File: src/rtl/bin_cnt_param.sv
// bin_cnt_param: modulo-N up/down counter with clear, parallel load and
// count enable. Wraps or saturates at the range ends (SATURATE). Provides a
// combinational terminal count for cascading and registered wrap/sat flags.
module bin_cnt_param #(
  parameter int unsigned     WIDTH    = 4,
  parameter longint unsigned MAX_VAL  = 64'd15,
  parameter bit              SATURATE = 1'b0,
  parameter longint unsigned RST_VAL  = 64'd0
) (
  input  logic             clk,
  input  logic             rst,
  input  logic             en,
  input  logic             up_dn,
  input  logic             clr,
  input  logic             load,
  input  logic [WIDTH-1:0] load_val,
  output logic [WIDTH-1:0] counter,
  output logic             tc,
  output logic             wrap,
  output logic             sat
);

  localparam logic [WIDTH-1:0] C_MAX  = WIDTH'(MAX_VAL);
  localparam logic [WIDTH-1:0] C_RST  = WIDTH'(RST_VAL);
  localparam logic [WIDTH-1:0] C_ZERO = {WIDTH{1'b0}};
  localparam logic [WIDTH-1:0] C_ONE  = {{(WIDTH-1){1'b0}}, 1'b1};

  logic [WIDTH-1:0] r_count;
  logic             r_wrap;
  logic             r_sat;

  logic [WIDTH-1:0] w_next_count;
  logic             w_next_wrap;
  logic             w_next_sat;
  logic [WIDTH-1:0] w_load_clamped;
  logic             w_at_max;
  logic             w_at_zero;

  assign w_at_max  = (r_count == C_MAX);
  assign w_at_zero = (r_count == C_ZERO);

  // Out-of-range load values clamp to the top of the counting range.
  always_comb begin
    if (load_val > C_MAX) begin
      w_load_clamped = C_MAX;
    end else begin
      w_load_clamped = load_val;
    end
  end

  // Next-state selection with priority clr > load > en.
  always_comb begin
    w_next_count = r_count;
    w_next_wrap  = 1'b0;
    w_next_sat   = r_sat;
    if (clr) begin
      w_next_count = C_RST;
      w_next_wrap  = 1'b0;
      w_next_sat   = 1'b0;
    end else if (load) begin
      w_next_count = w_load_clamped;
      w_next_wrap  = 1'b0;
      if (SATURATE) begin
        w_next_sat = up_dn ? (w_load_clamped == C_MAX) : (w_load_clamped == C_ZERO);
      end else begin
        w_next_sat = 1'b0;
      end
    end else if (en) begin
      if (up_dn) begin
        if (w_at_max) begin
          // Boundary event: wrap to zero or hold at the top.
          w_next_wrap = 1'b1;
          if (SATURATE) begin
            w_next_count = r_count;
            w_next_sat   = 1'b1;
          end else begin
            w_next_count = C_ZERO;
            w_next_sat   = 1'b0;
          end
        end else begin
          w_next_count = r_count + C_ONE;
          w_next_sat   = 1'b0;
        end
      end else begin
        if (w_at_zero) begin
          // Boundary event: wrap to the top or hold at zero.
          w_next_wrap = 1'b1;
          if (SATURATE) begin
            w_next_count = r_count;
            w_next_sat   = 1'b1;
          end else begin
            w_next_count = C_MAX;
            w_next_sat   = 1'b0;
          end
        end else begin
          w_next_count = r_count - C_ONE;
          w_next_sat   = 1'b0;
        end
      end
    end else begin
      w_next_count = r_count;
      w_next_wrap  = 1'b0;
      w_next_sat   = r_sat;
    end
  end

  // State registers; reset is asynchronous and active-low.
  always_ff @(posedge clk or negedge rst) begin
    if (!rst) begin
      r_count <= C_RST;
      r_wrap  <= 1'b0;
      r_sat   <= 1'b0;
    end else begin
      r_count <= w_next_count;
      r_wrap  <= w_next_wrap;
      r_sat   <= w_next_sat;
    end
  end

  // Terminal count is combinational so a higher stage can use it as its enable.
  always_comb begin
    if (up_dn) begin
      tc = en & w_at_max;
    end else begin
      tc = en & w_at_zero;
    end
  end

  assign counter = r_count;
  assign wrap    = r_wrap;
  assign sat     = r_sat;

endmodule

File: config.mk
export PLATFORM = sky130hd
export DESIGN_NAME = bin_cnt_param
export DESIGN_NICKNAME = d
export VERILOG_FILES = /design/src/rtl/bin_cnt_param.sv
export SDC_FILE = /design/constraint.sdc
export NUM_CORES = 1
export LEC_CHECK = 0
export CAP_MARGIN = 20
export CORE_AREA = 2 2 39 41
export CTS_CLUSTER_SIZE = 12
export DETAILED_ROUTE_END_ITERATION = 6
export DIE_AREA = 0 0 41 43
export HOLD_SLACK_MARGIN = 0.12
export PLACE_DENSITY = 0.72
export SETUP_SLACK_MARGIN = 0.15
export SLEW_MARGIN = 20
export SYNTH_ARGS = -nofsm -noshare
export SYNTH_HDL_FRONTEND = slang
export SYNTH_SLANG_ARGS = --single-unit
File: constraint.sdc
create_clock -name clk -period 1.4 [get_ports clk]
set_input_delay 0.21 -clock clk [delete_from_list [all_inputs] [get_ports clk]]
set_output_delay 0.21 -clock clk [all_outputs]
set_load 0.05 [all_outputs]
==> qor.yml, run 1 <==
placed_design:
  io_buffers: 15
  placed_cell_area_um2: 732
  gp_congestion: 0.763
  dpl.hpwl_um: 890
  placed_cells_incl_taps: 90
outcome:
  violations: "negative setup slack"
  status: "finished, violations left"
worst_setup_path:
  slowest_stage: "dfrtp_2"
  path_class: "flip-flop to primary output"
  cp_top_family: "flip-flops"
  critPathRequiredTime_ns: 1.19
  crit_buf_inv: 2
  worstSetupEndpointType: "primary output"
  cp_max_fo: 3
  worstPathCellList: "buf_6 -> ha_4 -> nand4_1 -> o31ai_4 -> and2_4 -> buf_12"
  arrival_ns: 1.48
  critPathMaxStageDelay_ns: 0.43
  startpoint_type: "flip-flop"
die:
  dieArea_mm2: 0.00176
  initial_utilization: 0.305
  row_count: 14
  coreArea_mm2: 0.00138
  die_h_um: 43
  die_w_um: 41
  pin_count: 17
layout:
  fill_cells: 116
  antenna_cells: 0
  fin_cells: 101
  area_delta_synth_final_pct: 117
  layout-drive-gt1-share: 0.529
  seqCellArea_um2: 130
  stdcell_area_um2: 913
  nets: 99
  fin_util: 0.660
  multiInputGateArea_um2: 340
logic_synthesis:
  yosys_warnings: 0
  ys_ff_latch: 5
  synth_compound_area_frac: 0.267
  synth_top_family_by_area: "compound AO/OA/AOI/OAI gates"
  synth-async-reset-ratio: 1.00
  synthesis.nets: 64
  synth_cell_types: 25
  ys_seq_area_frac: 0.297
  synth_cells: 51
  yosys.area_share.xor_xnor: 0.0415
  yosys.area.top_type_share: 0.297
  synth_edf_count: 0
  syn_area_per_cell_um2: 8.27
  synth_top_area_cell: "dfrtp_1"
  synthTopCellsByArea: "dfrtp_1 (30%), ha_1 (8.9%), a21oi_1 (8.3%)"
  synth_ff_type: "dfrtp_1"
  yosys.area_share.adder: 0.0890
  synth_most_common_cell: "a21oi_1"
  muxShareOfSynthArea: 0.0504
  synthTopCellsByCount: "a21oi_1 (7), dfrtp_1 (5), inv_1 (5), nand2_1 (5), ha_1 (3)"
  synth_simple_gate_area_frac: 0.157
  synth_area_um2: 422
route:
  route.detailed.drc: 0
  drtAntennaViolNets: 0
  vias: 485
  dr.pass1.iters: 4
  viasPerCell: 4.80
  routed_wl_mm: 1.28
  wl_per_cell_um: 12.7
  drt_iter0_markers: 13
clock_network:
  cts.path.max_buffers: 2
  cts.sinks: 5
  cts_made_buffers: 3
  cts_hold_buf: 0
  htree_levels: 1
  clk_pin_slew_worst_paths_ns: 0.05
  clock_latency_ns: 0.25
  cts_tree: "built"
  root_buffer: "clkbuf_4"
timing:
  setup_ws_ns: -0.294
  fmax_ghz: 0.590
  whs_ns: 0.184
  hold_viol_final: 0
  period_share: 1.21
  finClkSkew_ns: 0.000985
  slew_viol_final: 0
  setup_viol: 3
  rsz0062_at_grt: "true"
  min_period_ns: 1.69
  fin_setup_tns_ns: -0.535
grt:
  grt_pass1_wl_mm: 2.14
  grt_pass1_vias: 508
  grtUsageTotal: 0.179
  grt_overflow_total: 0
  antenna_found_initial: 0
  grt_start_max_net_pins: 8
power:
  worst_ir_drop_vdd_mv: 0.465
  leakage_uw: 0.000406
  power_density_mw_per_mm2: 727
run:
  drv_cap: 0
hold_path:
  hp-class: "primary input to async pin"
==> through the flow <==
| step | worst slack, ns | power, uW |
|---|---|---|
| 6_report | -0.294 | 664 |
| 5_1_grt | -0.339 | 700 |
| 4_1_cts | -0.309 | 633 |
| 3_5_place_dp | -0.163 | 422 |
| 3_3_place_gp | -0.149 | 418 |
| 2_1_floorplan | -0.141 | 293 |
==> placed cells by master, fill, tap and decap left out, types with 2 or more instances in the layout <==
cell / netlist / routed
a21oi_2: 0 / 2
dfrtp_2: 0 / 4
buf_4: 1 / 11
a21oi_1: 7 / 5
buf_12: 0 / 6
clkbuf_4: 0 / 3
xor2_1: 2 / 2
inv_2: 1 / 2
buf_6: 0 / 7
ha_4: 0 / 3
inv_1: 5 / 4
clkdlybuf4s50_1: 0 / 8
nand2_1: 5 / 5
nor2_1: 2 / 2
==> cell type report <==
type,instances,share of cell area
Timing Repair Buffer,33,0.410
Clock buffer,4,0.0288
Multi-Input combinational cell,37,0.373
Tap cell,16,0.0219
Inverter,6,0.0247
Sequential cell,5,0.142
==> cell families after synthesis <==
logic type | Yosys count
xor gates and xnor gates | 2
adders and majority gates | 3
buffers and inverters | 9
other | 1
DFF | 5
muxes | 2
AOI/OAI and AO/OA | 16
and+or+nand+nor | 13
==> registers in the layout (all words and copies together), names as in the netlist <==
name and count:
counter 4, wrap 1
==> path summary, 6_finish.rpt <==
check                                  startpoint                     end  slack (ns)  cells past startpoint
setup / recovery           counter[1]$_DFFE_PN0P_                      tc       -0.29                      6
hold / removal                                rst          wrap$_DFF_PN0_        0.18                      1
setup reg to reg           counter[1]$_DFFE_PN0P_  counter[2]$_DFFE_PN0P_       -0.13                      8
hold reg to reg            counter[3]$_DFFE_PN0P_  counter[3]$_DFFE_PN0P_        0.74                      2
max in group asynchronous                     rst  counter[0]$_DFFE_PN0P_        1.01                      1
min in group clk                      load_val[2]  counter[2]$_DFFE_PN0P_        0.51                      3
==> layer usage <==
layer	vias to the layer above	GRT usage	part of all wire	routed length [um]
met3	0	0.0262	0.057	73
met5	-	0	0	0
met2	17	0.300	0.54	694
met1	222	0.211	0.40	511
li1	246	-	-	-
met4	0	0.0800	0	0
==> report_power, final <==
part	leakage, uW	internal (uW)	total (uW)	switching (uW)
sequential	0.0000606	156	171	14.4
combinational	0.000330	175	320	145
clock	0.0000150	108	173	65.2
total	0.000406	439	664	225
==> timing repair <==
item                       in CTS  in global routing
setup endpoints to repair       5                  6
pin swaps                       8                  8
buffers inserted                3                  4
gates resized for setup        11                 11
Note: power is estimated with default switching activity, not from simulation.
==> run 2, diff against run 1 <==
--- a/config.mk
+++ b/config.mk
@@ -12,7 +12,7 @@
 export DIE_AREA = 0 0 41 43
 export HOLD_SLACK_MARGIN = 0.12
 export PLACE_DENSITY = 0.72
-export SETUP_SLACK_MARGIN = 0.15
+export SETUP_SLACK_MARGIN = 0.1
 export SLEW_MARGIN = 20
 export SYNTH_ARGS = -nofsm -noshare
 export SYNTH_HDL_FRONTEND = slang
==> qor.yml, run 2 (same netlist as run 1, synthesis figures left out) <==
layout:
  fill_cells: 116  # unchanged
  final_common_cell: "buf_4"  # unchanged
  layout-drive-gt1-share: 0.518  # was 0.529
  multiInputGateArea_um2: 340  # unchanged
  fin_cells: 99  # was 101
  antenna_cells: 0  # unchanged
  area_delta_synth_final_pct: 110  # was 117%
  nets: 97  # was 99
  seqCellArea_um2: 130  # unchanged
  largest_reg_flops: 4  # unchanged
  final_cell_mix: "buf_4 (12), clkdlybuf4s50_1 (8), buf_12 (6)"  # was buf_4 (11), clkdlybuf4s50_1 (8), buf_6 (7)
  stdcell_area_um2: 887  # was 913 um2
worst_setup_path:
  rr_worst_depth: 8  # unchanged
  worstPathCellList: "buf_6 -> ha_4 -> nand4_1 -> o31ai_4 -> and2_4 -> buf_12"  # unchanged
  cp_max_fo: 3  # unchanged
  path_class: "flip-flop to primary output"  # unchanged
  r2r_end: "counter[2]$_DFFE_PN0P_"  # unchanged
  startpoint: "counter[1]$_DFFE_PN0P_"  # unchanged
  endpoint: "tc"  # unchanged
  arrival_ns: 1.48  # about the same
  r2r_start: "counter[1]$_DFFE_PN0P_"  # unchanged
  worstSetupEndpointType: "primary output"  # unchanged
  slowest_stage: "dfrtp_2"  # unchanged
  rrSetupSlack_ns: -0.12  # was -0.13 ns
  startpoint_type: "flip-flop"  # unchanged
  critPathRequiredTime_ns: 1.19  # about the same
  critPathMaxStageDelay_ns: 0.42  # was 0.43 ns
clock_network:
  cts_tree: "built"  # unchanged
  cts.path.max_buffers: 2  # unchanged
  clk_pin_slew_worst_paths_ns: 0.05  # about the same
  cts_made_buffers: 3  # unchanged
  root_buffer: "clkbuf_4"  # unchanged
  clock_latency_ns: 0.24  # was 0.25 ns
  htree_levels: 1  # unchanged
  cts.sinks: 5  # unchanged
grt:
  grt_pass1_wl_mm: 2.14  # unchanged
  grt_overflow_total: 0  # unchanged
  grtUsageTotal: 0.179  # unchanged
  grt_start_max_net_pins: 8  # unchanged
  antenna_found_initial: 0  # unchanged
  grt_pass1_vias: 508  # unchanged
timing:
  rsz0062_at_grt: "true"  # unchanged
  fmax_ghz: 0.593  # was 0.590 GHz
  setup_viol: 3  # unchanged
  min_period_ns: 1.69  # about the same
  slew_viol_final: 0  # unchanged
  finClkSkew_ns: 0.00107  # was 0.000985 ns
  period_share: 1.20  # was 1.21
  setup_ws_ns: -0.286  # was -0.294 ns
  hold_viol_final: 0  # unchanged
die:
  initial_utilization: 0.305  # unchanged
  dieArea_mm2: 0.00176  # unchanged
  coreArea_mm2: 0.00138  # unchanged
  pin_count: 17  # unchanged
  die_w_um: 41  # unchanged
  die_h_um: 43  # unchanged
  row_count: 14  # unchanged
route:
  routed_wl_mm: 1.25  # was 1.28 mm
  viasPerCell: 4.89  # was 4.80
  vias: 484  # was 485
  route.detailed.drc: 0  # unchanged
  drt_iter0_markers: 6  # was 13
  wl_per_cell_um: 12.6  # was 12.7 um
  drtAntennaViolNets: 0  # unchanged
  dr.pass1.iters: 4  # unchanged
power:
  power_density_mw_per_mm2: 732  # was 727 mW/mm2
  worst_ir_drop_vdd_mv: 0.451  # was 0.465 mV
  leakage_uw: 0.000392  # was 0.000406 uW
placed_design:
  placed_cells_incl_taps: 90  # unchanged
  io_buffers: 15  # unchanged
  gp_congestion: 0.763  # unchanged
  placed_cell_area_um2: 732  # unchanged
  dpl.hpwl_um: 890  # unchanged
run:
  drv_cap: 0  # unchanged
outcome:
  violations: "negative setup slack"  # unchanged
  status: "finished, violations left"  # unchanged
hold_path:
  hp-class: "primary input to async pin"  # unchanged
[run 2: worst max-delay path, delay by kind of cell (launching register included)]
family                   cells  cell delay [ns]
AO/OA/AOI/OAI                1             0.08
buffers and inverters        2             0.27
flip-flops                   1             0.42
adder cells (fa/ha/maj)      1             0.16
AND/OR/NAND/NOR              2             0.30
[run 2: stage by stage]
| stage | setup slack (ns) | power (uW) | utilization | hold WS, ns | TNS [ns] |
|---|---|---|---|---|---|
| after floorplan | -0.141 | 293 | - | -0.0856 | -0.499 |
| after global placement | -0.149 | 418 | 0.529 | 0.451 | -0.393 |
| after detailed placement | -0.163 | 422 | 0.529 | 0.453 | -0.478 |
| after CTS | -0.309 | 631 | 0.599 | 0.194 | -0.495 |
| after global routing | -0.334 | 687 | 0.641 | 0.199 | -0.646 |
| final | -0.286 | 650 | 0.641 | 0.187 | -0.500 |
[run 2: worst min-delay path by stage]
stage | to | cells after the start | from | slack (ns)
5_1_grt | counter[3]$_DFFE_PN0P_ | 1 | rst | 0.20
2_1_floorplan | counter[0]$_DFFE_PN0P_ | 0 | rst | -0.09
6_report | wrap$_DFF_PN0_ | 1 | rst | 0.19
3_5_place_dp | wrap$_DFF_PN0_ | 1 | rst | 0.45
3_3_place_gp | wrap$_DFF_PN0_ | 1 | rst | 0.45
4_1_cts | wrap$_DFF_PN0_ | 1 | rst | 0.19
[run 2: power by group]
part | internal, uW | switching (uW) | total, uW
logic | 165 | 142 | 308
registers | 156 | 14.4 | 170
clock network | 108 | 63.6 | 172
[run 2: routing by layer]
metal	up-vias	routed length, um	global-route usage
li1	238	-	-
met1	223	486	0.211
met3	2	73	0.0262
met2	21	680	0.300
met5	-	0	0
met4	0	6	0.0800
[run 2: cell type report]
cell class / instances / share of cell area
repair buffers: 31 / 0.392
clock buffers: 4 / 0.0296
well taps: 16 / 0.0226
multi-input cells: 37 / 0.384
inverters: 6 / 0.0254
flip-flops and latches: 5 / 0.147
[run 2: what timing repair did]
item,4_1_cts,5_1_grt
buffers inserted,3,3
pin swaps,7,8
hold endpoints to repair,0,0
setup endpoints to repair,5,6
resized for setup,10,9
hold buffers,0,0
==> run 3, diff against run 2 <==
--- a/config.mk
+++ b/config.mk
@@ -5,7 +5,7 @@
 export SDC_FILE = /design/constraint.sdc
 export NUM_CORES = 1
 export LEC_CHECK = 0
-export CAP_MARGIN = 20
+export CAP_MARGIN = 25
 export CORE_AREA = 2 2 39 41
 export CTS_CLUSTER_SIZE = 12
 export DETAILED_ROUTE_END_ITERATION = 6
==> results of run 3 <==
No change in the layout: final DEF, timing and power equal those of run 2.
==> RTL edit (flow settings as in run 3) <==
Remove the register `r_wrap`: a continuous assignment takes its place, so the output `wrap` follows one clock earlier.
--- a/src/rtl/bin_cnt_param.sv
+++ b/src/rtl/bin_cnt_param.sv
@@ -108,14 +108,14 @@
   always_ff @(posedge clk or negedge rst) begin
     if (!rst) begin
       r_count <= C_RST;
-      r_wrap  <= 1'b0;
       r_sat   <= 1'b0;
     end else begin
       r_count <= w_next_count;
-      r_wrap  <= w_next_wrap;
       r_sat   <= w_next_sat;
     end
   end
+
+  assign r_wrap = w_next_wrap;
 
   // Terminal count is combinational so a higher stage can use it as its enable.
   always_comb begin
Check against the original RTL: not equivalent (a bounded check fails within 4 cycles, from zero or initial values and one cycle with rst low).
==> RTL edit against run 3 <==
Combinational power up 5%. Wire length fell by 3.8%. Cell count grew 1.0%. Highest routed layer unchanged. Global-route usage about the same. Area after synthesis fell by 5.9%. Total power shrank 7.2%. Largest cell class unchanged. Worst setup slack worse by 190 ps. The run still ends with setup timing left. Sequential cell count decreased by 1. Design area shrank 0.14%. Register-to-register slack got worse by 40 ps.
==> RTL edit: results (changes against run 3) <==
post-synthesis xor/xnor area fraction=0.0442 (+0.00262); Final nets=99 (+2.1%); met3 usage=0.0314 (+0.00524); synthesized area per cell=7.93 µm² (-4.1%); Final WS setup=-479 ps (-193 ps); Overall Global Routing Usage=0.179 (-0.000361); failing checks=setup timing; post-place setup slack=-308 ps (-145 ps); setup slack, reg-to-reg=-160 ps (-40 ps); Leakage=0.388 nW (-1.0%); Seq/Total Area, Yosys=0.252 (-0.0444); initial DRC count=7 (+1); critical path data arrival time=1670 ps (+190 ps); origin of the critical flop-to-flop path=counter[0]$_DFFE_PN0P_; skew final=2.87 ps (+1.80 ps); Final HPWL DP=900 µm (+1.2%); cell family with most CP delay=simple AND/OR/NAND/NOR gates; total iterations of the first detailed-routing run=3 (-1); placed cell count=95 (+5.6%); DR vias/cell=4.90 (+0.23%); first-pass GRT wire length=2100 µm (-2.0%); status=finished, violations left; VDD IR max=0.541 mV (+20%); GR Util met1=0.193 (-0.0177); Final Setup Violations=4 (+1); met3 wire len=39 µm (-47%); GR Util met2=0.313 (+0.0125); routed wire length per instance=12.0 µm (-4.7%); DR vias=490 (+1.2%); RePlAce Congestion=0.736 (-3.5%); wl on met1=445 µm (-8.4%); fraction of layout cells with a size suffix above 1=0.560 (+0.0415); synth cell count leaders=a21oi_1 (7), inv_1 (5), nand2_1 (5); WL met2=688 µm (+1.2%); Compound-Gate Fraction of Synth Area=0.284 (+0.0168); Final Hold Slack=182 ps (-5.52 ps)
## RTL edit: stage by stage
stage          power, mW  setup TNS, ps  cell area [µm²]
2_1_floorplan      0.269          -1010              428
3_3_place_gp       0.411           -770              771
3_5_place_dp       0.418           -901              771
4_1_cts            0.595          -1210              858
5_1_grt            0.635          -1390              886
6_report           0.603          -1140              886
## RTL edit: final cells by class
type | instances | area [µm²]
clock buffer | 3 | 22.5
fill | 107 | 498
inverter | 6 | 22.5
multi-input combinational | 37 | 340
sequential | 4 | 105
tap | 16 | 20.0
timing repair buffer | 34 | 375
## RTL edit: power groups by stage
stage,combinational [mW],clock [mW],sequential [mW]
2_1_floorplan,0.0964,0,0.172
3_3_place_gp,0.276,0,0.135
3_5_place_dp,0.283,0,0.135
4_1_cts,0.310,0.150,0.135
5_1_grt,0.345,0.152,0.137
6_report,0.324,0.143,0.136
## RTL edit: what timing repair did
item / in CTS / in global routing
setup endpoints to repair: 4 / 5
setup buffers: 3 / 4
resized for setup: 12 / 8
pin swaps: 7 / 11
